--- src/rtl/apb_reg_completer.sv ---
// APB3 completer exposing a bank of NUM_REGS 32-bit read/write registers.
// Inserts WAIT_STATES access-phase wait cycles and flags bad addresses with PSLVERR.
// Register contents are exported in parallel on regs_o for the configured block.
module apb_reg_completer #(
  parameter int          NUM_REGS    = 8,
  parameter int          WAIT_STATES = 1,
  parameter logic [31:0] RESET_VAL   = 32'h0000_0000
) (
  input  logic                     PCLK,
  input  logic                     PRESET,
  input  logic                     PSEL,
  input  logic                     PENABLE,
  input  logic                     PWRITE,
  input  logic [31:0]              PADDR,
  input  logic [31:0]              PWDATA,
  output logic [31:0]              PRDATA,
  output logic                     PREADY,
  output logic                     PSLVERR,
  output logic [NUM_REGS*32-1:0]   regs_o
);

  localparam int         IDX_W = (NUM_REGS > 1) ? $clog2(NUM_REGS) : 1;
  localparam logic [3:0] WS    = 4'(WAIT_STATES);

  typedef enum logic {IDLE, ACCESS} state_t;

  state_t            state_q, state_d;
  logic [3:0]        cnt_q, cnt_d;
  logic [31:0]       regs_q [NUM_REGS];
  logic [IDX_W-1:0]  idx;
  logic              err;
  logic              done;
  logic [31:0]       rd_word;

  // Address decode from the live bus; the initiator holds PADDR stable for the whole transfer.
  assign idx = PADDR[2 +: IDX_W];
  assign err = (|PADDR[1:0]) || (PADDR[31:2] >= 30'(NUM_REGS));

  // Completion is combinational so PREADY drops the instant reset is asserted.
  assign done    = (state_q == ACCESS) && PSEL && PENABLE && (cnt_q == WS) && !PRESET;
  assign PREADY  = done;
  assign PSLVERR = done && err;
  assign PRDATA  = (done && !PWRITE && !err) ? rd_word : 32'h0;

  // Read mux with a bounds guard for non-power-of-two register counts.
  always_comb begin
    rd_word = 32'h0;
    if (32'(idx) < NUM_REGS) rd_word = regs_q[idx];
  end

  // State register and wait counter.
  // NOTE: sequential state uses non-blocking assignments so every flop samples pre-edge values.
  always_ff @(posedge PCLK or posedge PRESET) begin
    if (PRESET) begin
      state_q <= IDLE;
      cnt_q   <= 4'd0;
    end else begin
      state_q <= state_d;
      cnt_q   <= cnt_d;
    end
  end

  // Next-state logic: setup enters ACCESS, PSEL loss aborts, wait count then complete.
  // NOTE: defaults come first so no path through this block leaves a variable unassigned (no latches).
  always_comb begin
    state_d = state_q;
    cnt_d   = cnt_q;
    unique case (state_q)
      IDLE: begin
        if (PSEL && !PENABLE) begin
          state_d = ACCESS;
          cnt_d   = 4'd0;
        end
      end
      ACCESS: begin
        if (!PSEL) begin
          state_d = IDLE;
        end else if (PENABLE) begin
          if (cnt_q == WS) state_d = IDLE;
          else             cnt_d   = 4'(cnt_q + 4'd1);
        end
      end
      default: state_d = IDLE;
    endcase
  end

  // Register bank: written at the completing edge of an error-free write.
  // NOTE: this storage is reset explicitly because downstream logic relies on RESET_VAL after reset.
  always_ff @(posedge PCLK or posedge PRESET) begin
    if (PRESET) begin
      for (int i = 0; i < NUM_REGS; i++) regs_q[i] <= RESET_VAL;
    end else if (done && PWRITE && !err && (32'(idx) < NUM_REGS)) begin
      regs_q[idx] <= PWDATA;
    end
  end

  // Flatten the bank onto the parallel export port.
  for (genvar g = 0; g < NUM_REGS; g++) begin : g_export
    assign regs_o[32*g +: 32] = regs_q[g];
  end

endmodule
--- config.mk ---
export PLATFORM = sky130hd
export DESIGN_NAME = apb_reg_completer
export DESIGN_NICKNAME = d
export VERILOG_FILES = /design/src/rtl/apb_reg_completer.sv
export SDC_FILE = /design/constraint.sdc
export NUM_CORES = 1
export LEC_CHECK = 0
export CORE_MARGIN = 5
export CORE_UTILIZATION = 40
export DETAILED_ROUTE_END_ITERATION = 12
export DONT_BUFFER_PORTS = 1
export PLACE_DENSITY = 0.55
export SYNTH_ARGS = -nofsm -noshare
export SYNTH_HDL_FRONTEND = slang
export SYNTH_SLANG_ARGS = --single-unit
--- constraint.sdc ---
create_clock -name PCLK -period 14.5 [get_ports PCLK]
set_clock_uncertainty 0.1 [all_clocks]
set_input_delay 2.9 -clock PCLK [delete_from_list [all_inputs] [get_ports PCLK]]
set_output_delay 2.9 -clock PCLK [all_outputs]
set_load 0.02 [all_outputs]
Yosys cells after proc, flatten, opt, wreduce, memory -nomap -nowiden
Index checks and enable logic that the tools add are counted.
{"block": "word_totals", "register_bits": 261, "in_bits": 69}
{"block": "classes", "add_sub_neg": 1, "magnitude_cmp": 3, "n_eq_ne": 5, "n_mux": 17, "bitwise": 2, "reduce_logical": 18}
{"cell": "$bwmux W256", "n": 1}
{"cell": "$mux W32", "n": 4}
{"cell": "$bmux W32 S3", "n": 1}
{"cell": "$demux W32 S3", "n": 1}
{"cell": "$ge A30 B4 Y1 const B", "n": 1}
{"cell": "$mux W4", "n": 4}
{"cell": "$logic_and A1 B1 Y1", "n": 11}
{"cell": "$ne A2 B2 Y1 const B", "n": 4}
{"cell": "$pmux W4 S2", "n": 1}
{"cell": "$add A4 B1 Y4 const B", "n": 1}
{"cell": "$eq A4 B1 Y1 const B", "n": 1}
{"cell": "$ge A4 B4 Y1 const B", "n": 1}
{"cell": "$logic_not A1 Y1", "n": 4}
{"cell": "$lt A4 B1 Y1 const B", "n": 1}
{"cell": "$mux W1", "n": 4}
{"cell": "$not A3 Y4", "n": 1}
{"cell": "$reduce_and A4 Y1", "n": 1}
{"cell": "$pmux W1 S2", "n": 1}
{"cell": "$reduce_or A2 Y1", "n": 1}
{"cell": "$logic_or A1 B1 Y1", "n": 1}
{"cell": "$not A1 Y1", "n": 1}

Longest topological paths before layout
{"block": "logic_depth", "depth_word": 7, "ltp_mapped": 9, "depth_no_buf": 6}

Worst setup path after synthesis
No wires, ideal clock.
{"block": "synth_timing", "kind": "input -> output", "start": "input port PADDR[2]", "end": "output port PRDATA[9]", "arrival_ns": 4.743, "required_ns": 11.500, "slack_ns": 6.757, "cell_stages": 7, "cell_sequence": "or3b_2 > clkbuf_1 > clkbuf_1 > clkbuf_1 > o22a_1 > o221ai_1 > nor4_1"}
{"block": "synth_between", "elab_chain_cells": 5, "elab_cells_between_ends": 9, "cone_classes": "order compare: 1; mux: 4; bitwise: 1; reduce/logical: 3"}
{"item": "start: declaration", "line_no": "14", "source": "input logic [31:0] PADDR,"}
{"item": "$ge A30 B4 Y1 or $not A3 Y4 (tied branches)", "line_no": "37, 48"}
{"item": "$logic_or A1 B1 Y1 or $bmux W32 S3 (tied branches)", "line_no": "37, 48"}
{"item": "$logic_not A1 Y1 or $mux W32 (tied branches)", "line_no": "43, 48"}
{"item": "$logic_and A1 B1 Y1 or $mux W32 (tied branches)", "line_no": "43, 48"}
{"item": "$mux W32 *", "line_no": "43", "source": "assign PRDATA = (done && !PWRITE && !err) ? rd_word : 32'h0;"}
{"item": "end: declaration", "line_no": "16", "source": "output logic [31:0] PRDATA,"}
Mark *: on every way between the ends. The rest lies on a longest branch, timed or not. The select of a mux whose other input is x is not followed.

Final worst setup path
{"block": "layout_timing", "start": "input port PADDR[12]", "end": "output port PRDATA[12]"}
{"block": "layout_between", "elab_chain_cells": 5}
{"item": "$ge A30 B4 Y1", "line_no": "37", "source": "assign err = (|PADDR[1:0]) || (PADDR[31:2] >= 30'(NUM_REGS));"}
{"item": "$logic_or A1 B1 Y1", "line_no": "37"}
{"item": "$logic_not A1 Y1", "line_no": "43"}
{"item": "$logic_and A1 B1 Y1", "line_no": "43"}
{"item": "$mux W32", "line_no": "43"}
No other way between the ends.

==> flow_summary.toml <==
[run]
maxCapViolations = 0

[worst_setup_path]
crit_chain = "nor4_1, and4_1, nand4_4, nor4_1"
slowest_stage = "nor4_1"
start_kind = "input pin"
critPathMaxStageDelay_ns = 1.09
critical_path_arrival_ns = 5.77
critPathKind = "input pin to primary output"
regToRegSetupSlack_ns = 11.06
crit_path_end_kind = "primary output"
cpMostUsedCell = "nor4_1"
path_max_fanout = 32
cp.required_ns = 11.50

[finish]
layout_common_cells = "dfrtp_1 (261), mux2_4 (210), o22ai_1 (89)"
drive_gt1_frac = 0.4075
post-route-util = 0.4462
n_fill_cell = 2703
final_net_count = 880
mostFrequentLayoutCell = "dfrtp_1"
area_growth_syn_to_layout_pct = 10.34
diodes = 0

[die]
fp.coreArea_um2 = 30510
rows = 64
io_pins = 359
die_y_um = 185.6
start_util = 0.4044
die_w_um = 185.6
die-area_um2 = 34460

[global_routing]
grt_first_pass_wirelength_um = 55590
grt_max_degree = 126
grt_antenna_before_repair = 0
grtUsageTotal = 0.2117
grt_pass1_vias = 7954
grt_overflow = 0

[cts]
clock-sinks = 261
htree_levels = 1
cts_hold_buf = 0
cts_buffers = 29
cts.repair.resized = 0
cts_buffer_depth = 3
cts_tree = "yes"
post_cts_buffers = 0
root_buffer = "clkbuf_16"
clk_latency_ns = 0.53
cts.clk_slew.worst_paths_ns = 0.06

[worst_hold_path]
hold_path_class = "flip-flop to flip-flop"

[power]
leakage_nw = 7.110
power_mw = 1.606
peakVddDrop_mv = 0.07404
powerDensity_nw_per_um2 = 117.9

[place]
place_hpwl_um = 23750
place_congestion = 0.7719
io_buffers = 0

[sta]
fin_crit_ns = 8.771
setup_tns_ns = 0
fmax_mhz = 114.0
fin_crit_sh = 0.6049
rsz0062_at_grt = "no"
relSlewSlack = 0.2216
slew_violations = 0
report.final.hold_viol_count = 0
setup_viol = 0
tightest_slew_ns = 1.168

[route]
route.detailed.drc = 0
first_iter_violations = 509
vias = 7604
ant_nets = 0
post_drt_wl_per_cell_um = 31.45
wl_um = 38620
avgViaCountPerCell = 6.192
dr.pass1.iters = 5

[logic_synthesis]
yosysSeqAreaShare = 0.5294
synthDistinctLibCells = 37
syn_nets = 894
synth.avg_cell_area_um2 = 14.99
synth_area_um2 = 12340
ys_ff_latch = 261
yosys_warnings = 0
synthesis.instances = 823

[outcome]
run_status = "completed"
[per-layer routing]
metal / track usage / routed length [µm] / vias up
met1: 0.2763 / 15710 / 4036
met2: 0.3555 / 18730 / 389
met3: 0.05648 / 3451 / 60
met5: 0 / 0 / -
li1: - / - / 3119
met4: 0.04809 / 729 / 0
[worst max-delay path, delay by kind of cell]
kind	cells	cell delay [ns]
AND/OR/NAND/NOR	4	2.85
[synthesized netlist by cell type]
cell       count  share of area
a21boi_0       2         0.0012
dfrtp_1      261           0.53
nor3_1         2        0.00081
nand4_4        8          0.014
o22a_1        20          0.014
mux2_4       210           0.26
nor4_1        27          0.014
nand3_1        3         0.0012
mux2_2        45          0.041
clkbuf_1      27         0.0082
nand3b_1       3         0.0018
nand2b_1       1        0.00051
nand2_1        2        0.00061
inv_1         12         0.0037
ha_1           2         0.0020
and3_1         1        0.00051
o21ai_0        2        0.00081
buf_1          2        0.00061
nor4_4         1         0.0017
or3_1          1        0.00051
o22ai_1       89          0.045
o221ai_1      20          0.014
or4_1         11         0.0067
mux2i_1        1        0.00081
a32oi_1        1        0.00071
or3b_2         3         0.0021
buf_6         22          0.020
clkinv_1       1        0.00030
buf_2          8         0.0032
a21oi_1        2        0.00081
mux2_1         1        0.00091
o2bb2ai_1      2         0.0014
a22o_1         2         0.0014
and4_1         3         0.0021
nor2_1        23         0.0070
or3b_1         1        0.00071
clkbuf_2       1        0.00041
[flip-flops by register name (all words and copies together), names as in the netlist]
| name | count |
|---|---|
| cnt_q | 4 |
| regs_o | 256 |
| state_q | 1 |
[where the power goes]
part	internal (mW)	switching [mW]
Clock	0.489	0.306
Sequential	0.732	0.00500
Combinational	0.0255	0.0481
[worst paths after layout]
path                            from     endpoint  cells past startpoint
max in group asynchronous     PRESET  regs_o[132]                      3
max                        PADDR[12]   PRDATA[12]                      4
min                         cnt_q[3]     cnt_q[3]                      1
max reg2reg                 cnt_q[1]   regs_o[80]                      7
min reg2reg                 cnt_q[3]     cnt_q[3]                      1
min in group asynchronous     PRESET      state_q                      1
[per-stage QoR]
step                      cell area (µm²)  std cells  hold slack [ns]  setup WS, ns
after floorplan                     12340        823           0.3941         4.317
final                               13610       1228           0.4539         5.729
after global routing                13610       1228           0.4679         5.601
after detailed placement            12560       1174           0.4340         5.754
after CTS                           13610       1228           0.4481         5.762
after global placement              12560       1174           0.4303         5.861
[logic make-up (layout without fill, tap and decap cells)]
kind of cell / Yosys count / count (layout) / share of synthesized area
compound gates: 140 / 140 / 0.07991
fa+ha+maj: 2 / 2 / 0.002028
buf+inv: 73 / 82 / 0.03651
flops: 261 / 261 / 0.5294
mux: 257 / 257 / 0.2983
simple gates: 90 / 90 / 0.05385
[area by class of cell]
cell class              count  area [µm²]  share of cell area
flip-flops and latches    261        6531              0.4797
clock inverters            14       187.7             0.01379
inverters                  13       56.30            0.004136
clock buffers              40       867.1             0.06369
repair buffers             15       112.6            0.008271
multi-input cells         489        5364              0.3940
well taps                 396       495.5             0.03639
No activity file was read; power rests on OpenSTA's default activity.
